## src/rtl/reg_wb_if.sv

```systemverilog
// -----------------------------------------------------------------------------
// reg_wb_if
//   Bundles the writeback handshakes, the issue/hazard-check signals and the
//   register bank write outputs of reg_wb_arbiter.
//   master : upstream side (drives requests, issue and source indices)
//   slave  : arbiter side (drives READYs, busy flags, bank write, PENDING)
//   Signals:
//     a_valid/a_ready/a_reg/a_data   ALU writeback request and grant
//     b_valid/b_ready/b_reg/b_data   load writeback request and grant
//     issue_en/issue_reg             destination of the issuing instruction
//     rs1/rs2, rs1_busy/rs2_busy     hazard lookup
//     reg_write/write_register/write_data  register bank write port
//     pending                        outstanding-write scoreboard
// -----------------------------------------------------------------------------
interface reg_wb_if #(
    parameter int DATA_W = 32,
    parameter int ADDR_W = 5
);
    localparam int NREG = 2 ** ADDR_W;

    logic              a_valid;
    logic              a_ready;
    logic [ADDR_W-1:0] a_reg;
    logic [DATA_W-1:0] a_data;

    logic              b_valid;
    logic              b_ready;
    logic [ADDR_W-1:0] b_reg;
    logic [DATA_W-1:0] b_data;

    logic              issue_en;
    logic [ADDR_W-1:0] issue_reg;
    logic [ADDR_W-1:0] rs1;
    logic [ADDR_W-1:0] rs2;
    logic              rs1_busy;
    logic              rs2_busy;

    logic              reg_write;
    logic [ADDR_W-1:0] write_register;
    logic [DATA_W-1:0] write_data;
    logic [NREG-1:0]   pending;

    modport master (
        output a_valid, a_reg, a_data,
        output b_valid, b_reg, b_data,
        output issue_en, issue_reg, rs1, rs2,
        input  a_ready, b_ready, rs1_busy, rs2_busy,
        input  reg_write, write_register, write_data, pending
    );

    modport slave (
        input  a_valid, a_reg, a_data,
        input  b_valid, b_reg, b_data,
        input  issue_en, issue_reg, rs1, rs2,
        output a_ready, b_ready, rs1_busy, rs2_busy,
        output reg_write, write_register, write_data, pending
    );
endinterface

```

## src/rtl/reg_wb_arbiter.sv

```systemverilog
// -----------------------------------------------------------------------------
// reg_wb_arbiter
//   Shares the single register bank write port between the ALU (A) and load
//   (B) writeback paths with round-robin arbitration, a one-cycle registered
//   write stage, and a pending-write scoreboard for RS1/RS2 hazard checks.
//   Ports:
//     i_clk    rising-edge clock
//     i_rst_n  asynchronous active-low reset
//     bus      reg_wb_if.slave: requests/grants, issue, hazard lookup,
//              bank write outputs and scoreboard
// -----------------------------------------------------------------------------
module reg_wb_arbiter #(
    parameter int DATA_W = 32,
    parameter int ADDR_W = 5
) (
    input  logic     i_clk,
    input  logic     i_rst_n,
    reg_wb_if.slave  bus
);
    localparam int NREG = 2 ** ADDR_W;

    // r_prio_b = 1 means B wins the next contended cycle
    logic              r_prio_b;
    logic              r_reg_write;
    logic [ADDR_W-1:0] r_write_reg;
    logic [DATA_W-1:0] r_write_data;
    logic [NREG-1:0]   r_pending;

    logic              w_grant_a;
    logic              w_grant_b;
    logic              w_accept;
    logic [ADDR_W-1:0] w_acc_reg;
    logic [DATA_W-1:0] w_acc_data;
    logic [NREG-1:0]   w_clr_mask;
    logic [NREG-1:0]   w_set_mask;
    logic [NREG-1:0]   w_pending_nxt;

    // A grant always implies the matching VALID, so grant == accept this edge
    assign w_grant_a = bus.a_valid & (~bus.b_valid | ~r_prio_b);
    assign w_grant_b = bus.b_valid & (~bus.a_valid |  r_prio_b);
    assign w_accept  = w_grant_a | w_grant_b;

    assign w_acc_reg  = w_grant_b ? bus.b_reg  : bus.a_reg;
    assign w_acc_data = w_grant_b ? bus.b_data : bus.a_data;

    // Set is applied after clear so a new producer issuing in the same cycle
    // as the old producer's writeback keeps the register marked busy.
    always_comb begin
        w_clr_mask = '0;
        w_set_mask = '0;
        if (w_accept) begin
            w_clr_mask[w_acc_reg] = 1'b1;
        end
        if (bus.issue_en && (bus.issue_reg != '0)) begin
            w_set_mask[bus.issue_reg] = 1'b1;
        end
    end

    assign w_pending_nxt = (r_pending & ~w_clr_mask) | w_set_mask;

    always_ff @(posedge i_clk or negedge i_rst_n) begin
        if (!i_rst_n) begin
            r_prio_b     <= 1'b0;
            r_reg_write  <= 1'b0;
            r_write_reg  <= '0;
            r_write_data <= '0;
            r_pending    <= '0;
        end else begin
            if (w_accept) begin
                r_prio_b     <= w_grant_a;
                r_write_reg  <= w_acc_reg;
                r_write_data <= w_acc_data;
            end
            // r0 is hardwired zero: the accept still happens, the bank write does not
            r_reg_write <= w_accept && (w_acc_reg != '0);
            r_pending   <= w_pending_nxt;
        end
    end

    assign bus.a_ready        = w_grant_a;
    assign bus.b_ready        = w_grant_b;
    assign bus.rs1_busy       = r_pending[bus.rs1] & (bus.rs1 != '0);
    assign bus.rs2_busy       = r_pending[bus.rs2] & (bus.rs2 != '0);
    assign bus.reg_write      = r_reg_write;
    assign bus.write_register = r_write_reg;
    assign bus.write_data     = r_write_data;
    assign bus.pending        = r_pending;
endmodule
```

## src/flat_wrapper.sv

```systemverilog
// flat-port wrapper written by rule: the top's interface ports become plain ports
module reg_wb_arbiter_flat 
#(
    parameter int DATA_W = 32,
    parameter int ADDR_W = 5
)
  (i_clk, i_rst_n, bus_a_valid, bus_a_reg, bus_a_data, bus_b_valid, bus_b_reg, bus_b_data, bus_issue_en, bus_issue_reg, bus_rs1, bus_rs2, bus_a_ready, bus_b_ready, bus_rs1_busy, bus_rs2_busy, bus_reg_write, bus_write_register, bus_write_data, bus_pending);
  reg_wb_if #(.DATA_W(DATA_W), .ADDR_W(ADDR_W)) bus_i ();
  input  logic i_clk;
  input  logic i_rst_n;
  input wire logic [$bits(bus_i.a_valid)-1:0] bus_a_valid;
  input wire logic [$bits(bus_i.a_reg)-1:0] bus_a_reg;
  input wire logic [$bits(bus_i.a_data)-1:0] bus_a_data;
  input wire logic [$bits(bus_i.b_valid)-1:0] bus_b_valid;
  input wire logic [$bits(bus_i.b_reg)-1:0] bus_b_reg;
  input wire logic [$bits(bus_i.b_data)-1:0] bus_b_data;
  input wire logic [$bits(bus_i.issue_en)-1:0] bus_issue_en;
  input wire logic [$bits(bus_i.issue_reg)-1:0] bus_issue_reg;
  input wire logic [$bits(bus_i.rs1)-1:0] bus_rs1;
  input wire logic [$bits(bus_i.rs2)-1:0] bus_rs2;
  output wire logic [$bits(bus_i.a_ready)-1:0] bus_a_ready;
  output wire logic [$bits(bus_i.b_ready)-1:0] bus_b_ready;
  output wire logic [$bits(bus_i.rs1_busy)-1:0] bus_rs1_busy;
  output wire logic [$bits(bus_i.rs2_busy)-1:0] bus_rs2_busy;
  output wire logic [$bits(bus_i.reg_write)-1:0] bus_reg_write;
  output wire logic [$bits(bus_i.write_register)-1:0] bus_write_register;
  output wire logic [$bits(bus_i.write_data)-1:0] bus_write_data;
  output wire logic [$bits(bus_i.pending)-1:0] bus_pending;
  assign bus_i.a_valid = bus_a_valid;
  assign bus_i.a_reg = bus_a_reg;
  assign bus_i.a_data = bus_a_data;
  assign bus_i.b_valid = bus_b_valid;
  assign bus_i.b_reg = bus_b_reg;
  assign bus_i.b_data = bus_b_data;
  assign bus_i.issue_en = bus_issue_en;
  assign bus_i.issue_reg = bus_issue_reg;
  assign bus_i.rs1 = bus_rs1;
  assign bus_i.rs2 = bus_rs2;
  assign bus_a_ready = bus_i.a_ready;
  assign bus_b_ready = bus_i.b_ready;
  assign bus_rs1_busy = bus_i.rs1_busy;
  assign bus_rs2_busy = bus_i.rs2_busy;
  assign bus_reg_write = bus_i.reg_write;
  assign bus_write_register = bus_i.write_register;
  assign bus_write_data = bus_i.write_data;
  assign bus_pending = bus_i.pending;
  reg_wb_arbiter #(.DATA_W(DATA_W), .ADDR_W(ADDR_W)) u_core (.i_clk(i_clk), .i_rst_n(i_rst_n), .bus(bus_i));
endmodule
```

## config.mk

```make
export PLATFORM = sky130hd
export DESIGN_NAME = reg_wb_arbiter_flat
export DESIGN_NICKNAME = d
export VERILOG_FILES = /design/src/rtl/reg_wb_if.sv /design/src/rtl/reg_wb_arbiter.sv /design/src/flat_wrapper.sv
export SDC_FILE = /design/constraint.sdc
export NUM_CORES = 1
export LEC_CHECK = 0
export ABC_AREA = 1
export CORE_ASPECT_RATIO = 0.75
export CORE_UTILIZATION = 49
export CTS_BUF_LIST = sky130_fd_sc_hd__clkbuf_4 sky130_fd_sc_hd__clkbuf_8
export DETAILED_ROUTE_END_ITERATION = 10
export PLACE_DENSITY_LB_ADDON = 0.2
export SYNTH_ARGS = -nofsm -noshare
export SYNTH_HDL_FRONTEND = slang
export SYNTH_SLANG_ARGS = --single-unit
export TNS_END_PERCENT = 100
```

## constraint.sdc

```tcl
create_clock -name i_clk -period 2.9 [get_ports i_clk]
set_input_delay 0.29 -clock i_clk [delete_from_list [all_inputs] [get_ports i_clk]]
set_output_delay 0.29 -clock i_clk [all_outputs]
set_load 0.01 [all_outputs]
```

### After elaboration in Yosys (flattened, before gate mapping)

Cells that the tools add are included.

* register bits: 71
* input port bits: 94
* output and inout port bits: 74
* word-level logic and storage cells: 44

* order comparisons: 6
* mux-type cells: 12
* bitwise logic cells: 13
* reduce and logical (&&, ||, !) cells: 8

Operators with widths (number)
* 32-bit two-way mux: 3
* 32-bit AND: 1
* 32-bit NOT: 1
* 32-bit OR: 1
* 5-bit by 6-bit < comparator with 1-bit output (second input constant): 4
* 5-bit nonzero test: 4
* 1-bit binary-select mux with 5-bit select: 2
* 1-bit demux with 5-bit select: 2
* 5-bit by 1-bit >= comparator with 1-bit output (second input constant): 2
* 5-bit two-way mux: 1
* 1-bit AND: 4
* 1-bit logical AND: 4
* 1-bit two-way mux: 4
* 1-bit NOT: 3
* 1-bit OR: 3

### Depth between registers and ports, before layout

* word-level depth: 12
* depth in mapped cells: 12
* depth with buffers taken out: 11

### Worst setup path after synthesis

Ideal clock, no wire load.

* path type: input port to output port
* from: in bus_rs1[0]
* to: out bus_rs1_busy
* arrival time: 1.157 ns
* data required time: 2.610 ns
* setup slack: 1.453 ns
* stages on the path: 12
* buffers on the path: 2
* cell sequence: buf_2 > inv_2 > buf_2 > nand2_1 > nand3_1 > nand2_1 > nand2_1 > nand2_1 > inv_1 > nand2_1 > nand2_1 > nand2_1

* cells in the longest elaborated chain, start to end: 3
* elaborated cells between the ends (all ways): 4
* classes of those cells: 2 x mux; 1 x bitwise; 1 x reduce/logical

Ends and longest elaborated chain
* start: declaration: RTL line flat_wrapper.sv:19 `input wire logic [$bits(bus_i.rs1)-1:0] bus_rs1;`
* 1-bit binary-select mux with 5-bit select: RTL line reg_wb_arbiter.sv:82 `assign bus.rs1_busy = r_pending[bus.rs1] & (bus.rs1 != '0);`
* 1-bit two-way mux (not written as such): RTL line reg_wb_arbiter.sv:82
* 1-bit AND *: RTL line reg_wb_arbiter.sv:82
* end: declaration: RTL line flat_wrapper.sv:23 `output wire logic [$bits(bus_i.rs1_busy)-1:0] bus_rs1_busy;`

Mark *: on every way between the ends. The rest lies on a longest branch, timed or not. The select of a mux whose other input is x is not followed.

### Worst setup path after layout

* from: in bus_rs1[1]
* to: out bus_rs1_busy

Same word-level chain as after synthesis.

==> out/qor_table.md <==
| Step | Quantity | Value |
|---|---|---|
| grt | Layer carrying the most global-route usage | met2 |
| clock tree | Deepest level of the CTS H-tree | 3 |
| cells and area | Area Overhead vs Synth | 44.6% |
| grt | Number of antenna violations at the first check in global routing | 0 |
| synthesis | Number of instances in the synthesized netlist | 620 |
| cells and area | Share of the core filled with cells | 73.3% |
| power | Switching share of power | 34.8% |
| sta | Peak clock frequency supported by timing | 418 MHz |
| sta | RSZ-0062 raised after global routing | no |
| routing | Via density per instance | 5.31 |
| die | Floorplan core area | 8490 um2 |
| sta | Smallest hold slack | 118 ps |
| clock tree | CTS Buffer Depth | 2 |
| clock tree | Skew-Pair Late Insertion Delay | 360 ps |
| grt | Remaining global-route overflow | 0 |
| clock tree | Clock tree from TritonCTS | yes |
| routing | First-iteration detailed-routing DRC count | 416 |
| power | Combinational Power Share | 39.0% |
| sta | Setup violators final | 0 |
| routing | Remaining design rule violation count | 0 |
| power | Net Sw Power | 1240 uW |
| grt | Wire length of the first global-routing pass | 22300 um |
| grt | Met2 Usage GRT | 47.4% |
| grt | Met3 usage in global routing | 7.85% |
| place | Placement Setup Slack | 530 ps |
| grt | Global router's overall resource usage | 31.8% |
| die | Width of the die | 110 um |
| cells and area | Diodes inserted | 0 |
| power | Power density normalized to cell area | 574 nW/um2 |
| setup path | Crit path max fanout | 9 |
| grt | Largest net degree at the start of global routing | 72 |
| grt | Met1 Resource Use GR | 46.1% |
| synthesis | Synth cell types | 26 |
| synthesis | Average cell area after synthesis | 6.94 um2 |
| sta | Setup skew after layout | 10.1 ps |
| run | Max Cap Violations | 0 |
| sta | Actual transition at the worst max-transition pin | 892 ps |
| grt | Via count of the first global-routing pass | 4519 |
| die | I/O pins | 168 |
| routing | Router iterations before antenna repair | 6 |
| setup path | Worst setup path category | in -> out |
| synthesis | Area of the mapped netlist | 4310 um2 |
| sta | Setup WS post-layout | 506 ps |
| setup path | Startpoint type of the worst setup path | input port |
| place | Weighted congestion reported at the end of routability-driven placement | 0.993 |
| power | Largest vdd supply drop | 0.000466 V |
| routing | Total via count in the routed design | 4741 |
| clock tree | Number of hold-repair buffers added at the cts stage | 0 |
| place | Half-perimeter wire length of the detailed placement result | 10400 um |
| power | Internal cell power | 2330 uW |
| synthesis | Syn_nets | 714 |
| setup path | Worst path arrival time | 2100 ps |
| sta | Final Hold Vio Count | 0 |
| power | Cell leakage power | 0.00295 uW |
| sta | Total Neg Setup Slack | 0 ps |
| synthesis | Post-synthesis sequential element count | 71 |
| die | DIE HEIGHT | 83.2 um |
| cells and area | Share of final-layout standard cells stronger than drive strength 1 | 7.64% |
| sta | Final cycle utilization of the critical path | 82.5% |
| die | Standard-cell rows | 29 |
| setup path | Cells along the critical path | clkdlybuf4s50_1 -> clkinv_1 -> nand3_1 -> nand2_1 -> nand2_1 -> nand2_1 -> inv_1 -> nand2_1 -> nand2_1 -> nand2_1 -> clkdlybuf4s50_1 |
| sta | Final critical-path required period | 2390 ps |
| setup path | Worst setup EP type | output pin |
| power | Clock power frac | 22.6% |
| place | Count of port buffers added during placement | 167 |
| status | Result of the run | complete, no violations |
| clock tree | Clock tree sinks | 71 |
| routing | Antenna-violating nets left | 0 |
| clock tree | Number of clock buffers inserted by TritonCTS | 9 |
| clock tree | Post-CTS setup buffer count | 0 |
| clock tree | Post-CTS Resized | 0 |
| routing | Wire length per cell | 15.3 um |
| die | Die outline area | 9170 um2 |
| setup path | Crit path top cell by count | sky130_fd_sc_hd__nand2_1 |
| setup path | Slowest stage cell on the critical path | sky130_fd_sc_hd__clkdlybuf4s50_1 |
| sta | Final slew viol count | 0 |
| die | Initial cell density of the core | 50.7% |
| synthesis | Warnings, synthesis | 0 |
| routing | Detailed Route WL | 13700 um |
| clock tree | Root buffer cell | sky130_fd_sc_hd__clkbuf_8 |
| sta | Max-Slew Margin vs Limit | 40.5% |
| clock tree | Clk slew on worst S/H paths | 80 ps |
| power | Flop pwr share | 38.4% |
| cells and area | Total number of nets in the final design | 875 |
| setup path | Critical path's largest stage delay | 480 ps |
| min path | Classification of the worst-slack hold path | in -> async |
| setup path | CP required | 2610 ps |
| synthesis | Share of the yosys chip area belonging to registers | 41.3% |
==> final cells by class <==
class	instances	area [um2]
inverter	72	270
timing repair buffer	176	1730
sequential	71	1780
multi-input combinational	451	2110
clock inverter	3	42.5
clock buffer	12	159
fill	682	2270
tap	108	135
==> cells in the mapped netlist <==
cell type	n	share of area, %
sky130_fd_sc_hd__buf_12	1	0.46
sky130_fd_sc_hd__nand2_1	216	19
sky130_fd_sc_hd__nor3_1	1	0.12
sky130_fd_sc_hd__inv_2	8	0.70
sky130_fd_sc_hd__nand3_4	1	0.41
sky130_fd_sc_hd__o21ai_4	4	1.5
sky130_fd_sc_hd__nand3_2	4	0.93
sky130_fd_sc_hd__clkinv_1	2	0.17
sky130_fd_sc_hd__nand2_8	1	0.46
sky130_fd_sc_hd__o21ai_0	35	4.1
sky130_fd_sc_hd__nand4_1	1	0.15
sky130_fd_sc_hd__a31oi_1	2	0.29
sky130_fd_sc_hd__nand3_1	60	7.0
sky130_fd_sc_hd__buf_6	2	0.52
sky130_fd_sc_hd__nand2_2	4	0.58
sky130_fd_sc_hd__buf_2	19	2.2
sky130_fd_sc_hd__nand2_4	8	2.1
sky130_fd_sc_hd__nor2_8	1	0.46
sky130_fd_sc_hd__a21oi_1	33	3.8
sky130_fd_sc_hd__nand3b_1	2	0.35
sky130_fd_sc_hd__clkbuf_1	4	0.35
sky130_fd_sc_hd__nor2_2	4	0.58
sky130_fd_sc_hd__nor2_1	46	4.0
sky130_fd_sc_hd__dfrtp_1	71	41
sky130_fd_sc_hd__o21ai_1	28	3.3
sky130_fd_sc_hd__inv_1	62	5.4
==> per-stage QoR <==
step	area (um2)	power [uW]	cells
6_report	6220	3570	893
5_1_grt	6220	3780	893
4_1_cts	6220	3570	893
3_5_place_dp	6020	2760	878
3_3_place_gp	6020	2740	878
2_1_floorplan	4310	2000	620
==> logic make-up after synthesis <==
logic type             after synthesis  synth area share, %
AND/OR/NAND/NOR                    349                 35.9
AO/OA/AOI/OAI                      102                 13.0
buffers and inverters               98                 9.82
flip-flops                          71                 41.3
==> critical path, delay by kind of cell <==
family	cells	cell delay, ps
buffers and inverters	4	1300
AND/OR/NAND/NOR	7	500
==> registers in the layout (all words and copies together), names as in the netlist <==
register / flops
u_core.bus.write_data: 32
u_core.bus.write_register: 5
u_core.r_prio_b: 1
u_core.bus.reg_write: 1
u_core.bus.pending: 32
==> power by group through the flow <==
stage / combinational, uW / sequential [uW] / clock [uW]
5_1_grt: 1520 / 1390 / 864
3_5_place_dp: 1370 / 1390 / 0
2_1_floorplan: 554 / 1440 / 0
6_report: 1390 / 1370 / 808
4_1_cts: 1380 / 1370 / 819
3_3_place_gp: 1360 / 1380 / 0
==> worst paths after layout <==
| path | startpoint | cells after the start | slack (ps) | end |
|---|---|---|---|---|
| setup / recovery | bus_rs1[1] | 11 | 510 | bus_rs1_busy |
| hold / removal | i_rst_n | 2 | 120 | u_core.bus.write_data[7]$_DFFE_PN0P_ |
| setup reg to reg | u_core.r_prio_b$_DFFE_PN0P_ | 8 | 1130 | u_core.bus.pending[26]$_DFF_PN0_ |
| hold reg to reg | u_core.bus.write_register[3]$_DFFE_PN0P_ | 2 | 490 | u_core.bus.write_register[3]$_DFFE_PN0P_ |
| max in group asynchronous | i_rst_n | 2 | 2180 | u_core.bus.write_data[22]$_DFFE_PN0P_ |
| min in group i_clk | u_core.bus.write_register[3]$_DFFE_PN0P_ | 2 | 490 | u_core.bus.write_register[3]$_DFFE_PN0P_ |
==> layer usage <==
| layer | up-vias | routed length (um) |
|---|---|---|
| li1 | 2274 | - |
| met1 | 2168 | 6100 |
| met2 | 275 | 5900 |
| met3 | 24 | 1430 |
| met4 | 0 | 242 |
| met5 | - | 0 |
==> layout by cell type (no fill, tap or decap) <==
| cell | instances |
|---|---|
| sky130_fd_sc_hd__buf_4 | 9 |
| sky130_fd_sc_hd__nand3_1 | 60 |
| sky130_fd_sc_hd__clkinvlp_4 | 1 |
| sky130_fd_sc_hd__nor2_1 | 46 |
| sky130_fd_sc_hd__nand2_1 | 216 |
| sky130_fd_sc_hd__clkbuf_8 | 11 |
| sky130_fd_sc_hd__nand3_4 | 1 |
| sky130_fd_sc_hd__o21ai_1 | 28 |
| sky130_fd_sc_hd__inv_2 | 8 |
| sky130_fd_sc_hd__clkinv_2 | 1 |
| sky130_fd_sc_hd__nor2_8 | 1 |
| sky130_fd_sc_hd__a31oi_1 | 2 |
| sky130_fd_sc_hd__nor3_1 | 1 |
| sky130_fd_sc_hd__bufinv_16 | 1 |
| sky130_fd_sc_hd__clkdlybuf4s50_1 | 166 |
| sky130_fd_sc_hd__nand2_4 | 8 |
| sky130_fd_sc_hd__nand2_2 | 4 |
| sky130_fd_sc_hd__o21ai_4 | 4 |
| sky130_fd_sc_hd__o21ai_0 | 35 |
| sky130_fd_sc_hd__nor2_2 | 4 |
| sky130_fd_sc_hd__nand3b_1 | 2 |
| sky130_fd_sc_hd__a21oi_1 | 33 |
| sky130_fd_sc_hd__clkbuf_4 | 1 |
| sky130_fd_sc_hd__nand4_1 | 1 |
| sky130_fd_sc_hd__buf_2 | 1 |
| sky130_fd_sc_hd__inv_1 | 62 |
| sky130_fd_sc_hd__nand3_2 | 4 |
| sky130_fd_sc_hd__clkinv_1 | 2 |
| sky130_fd_sc_hd__nand2_8 | 1 |
| sky130_fd_sc_hd__dfrtp_1 | 71 |
Power figures use the tool's default switching activity.
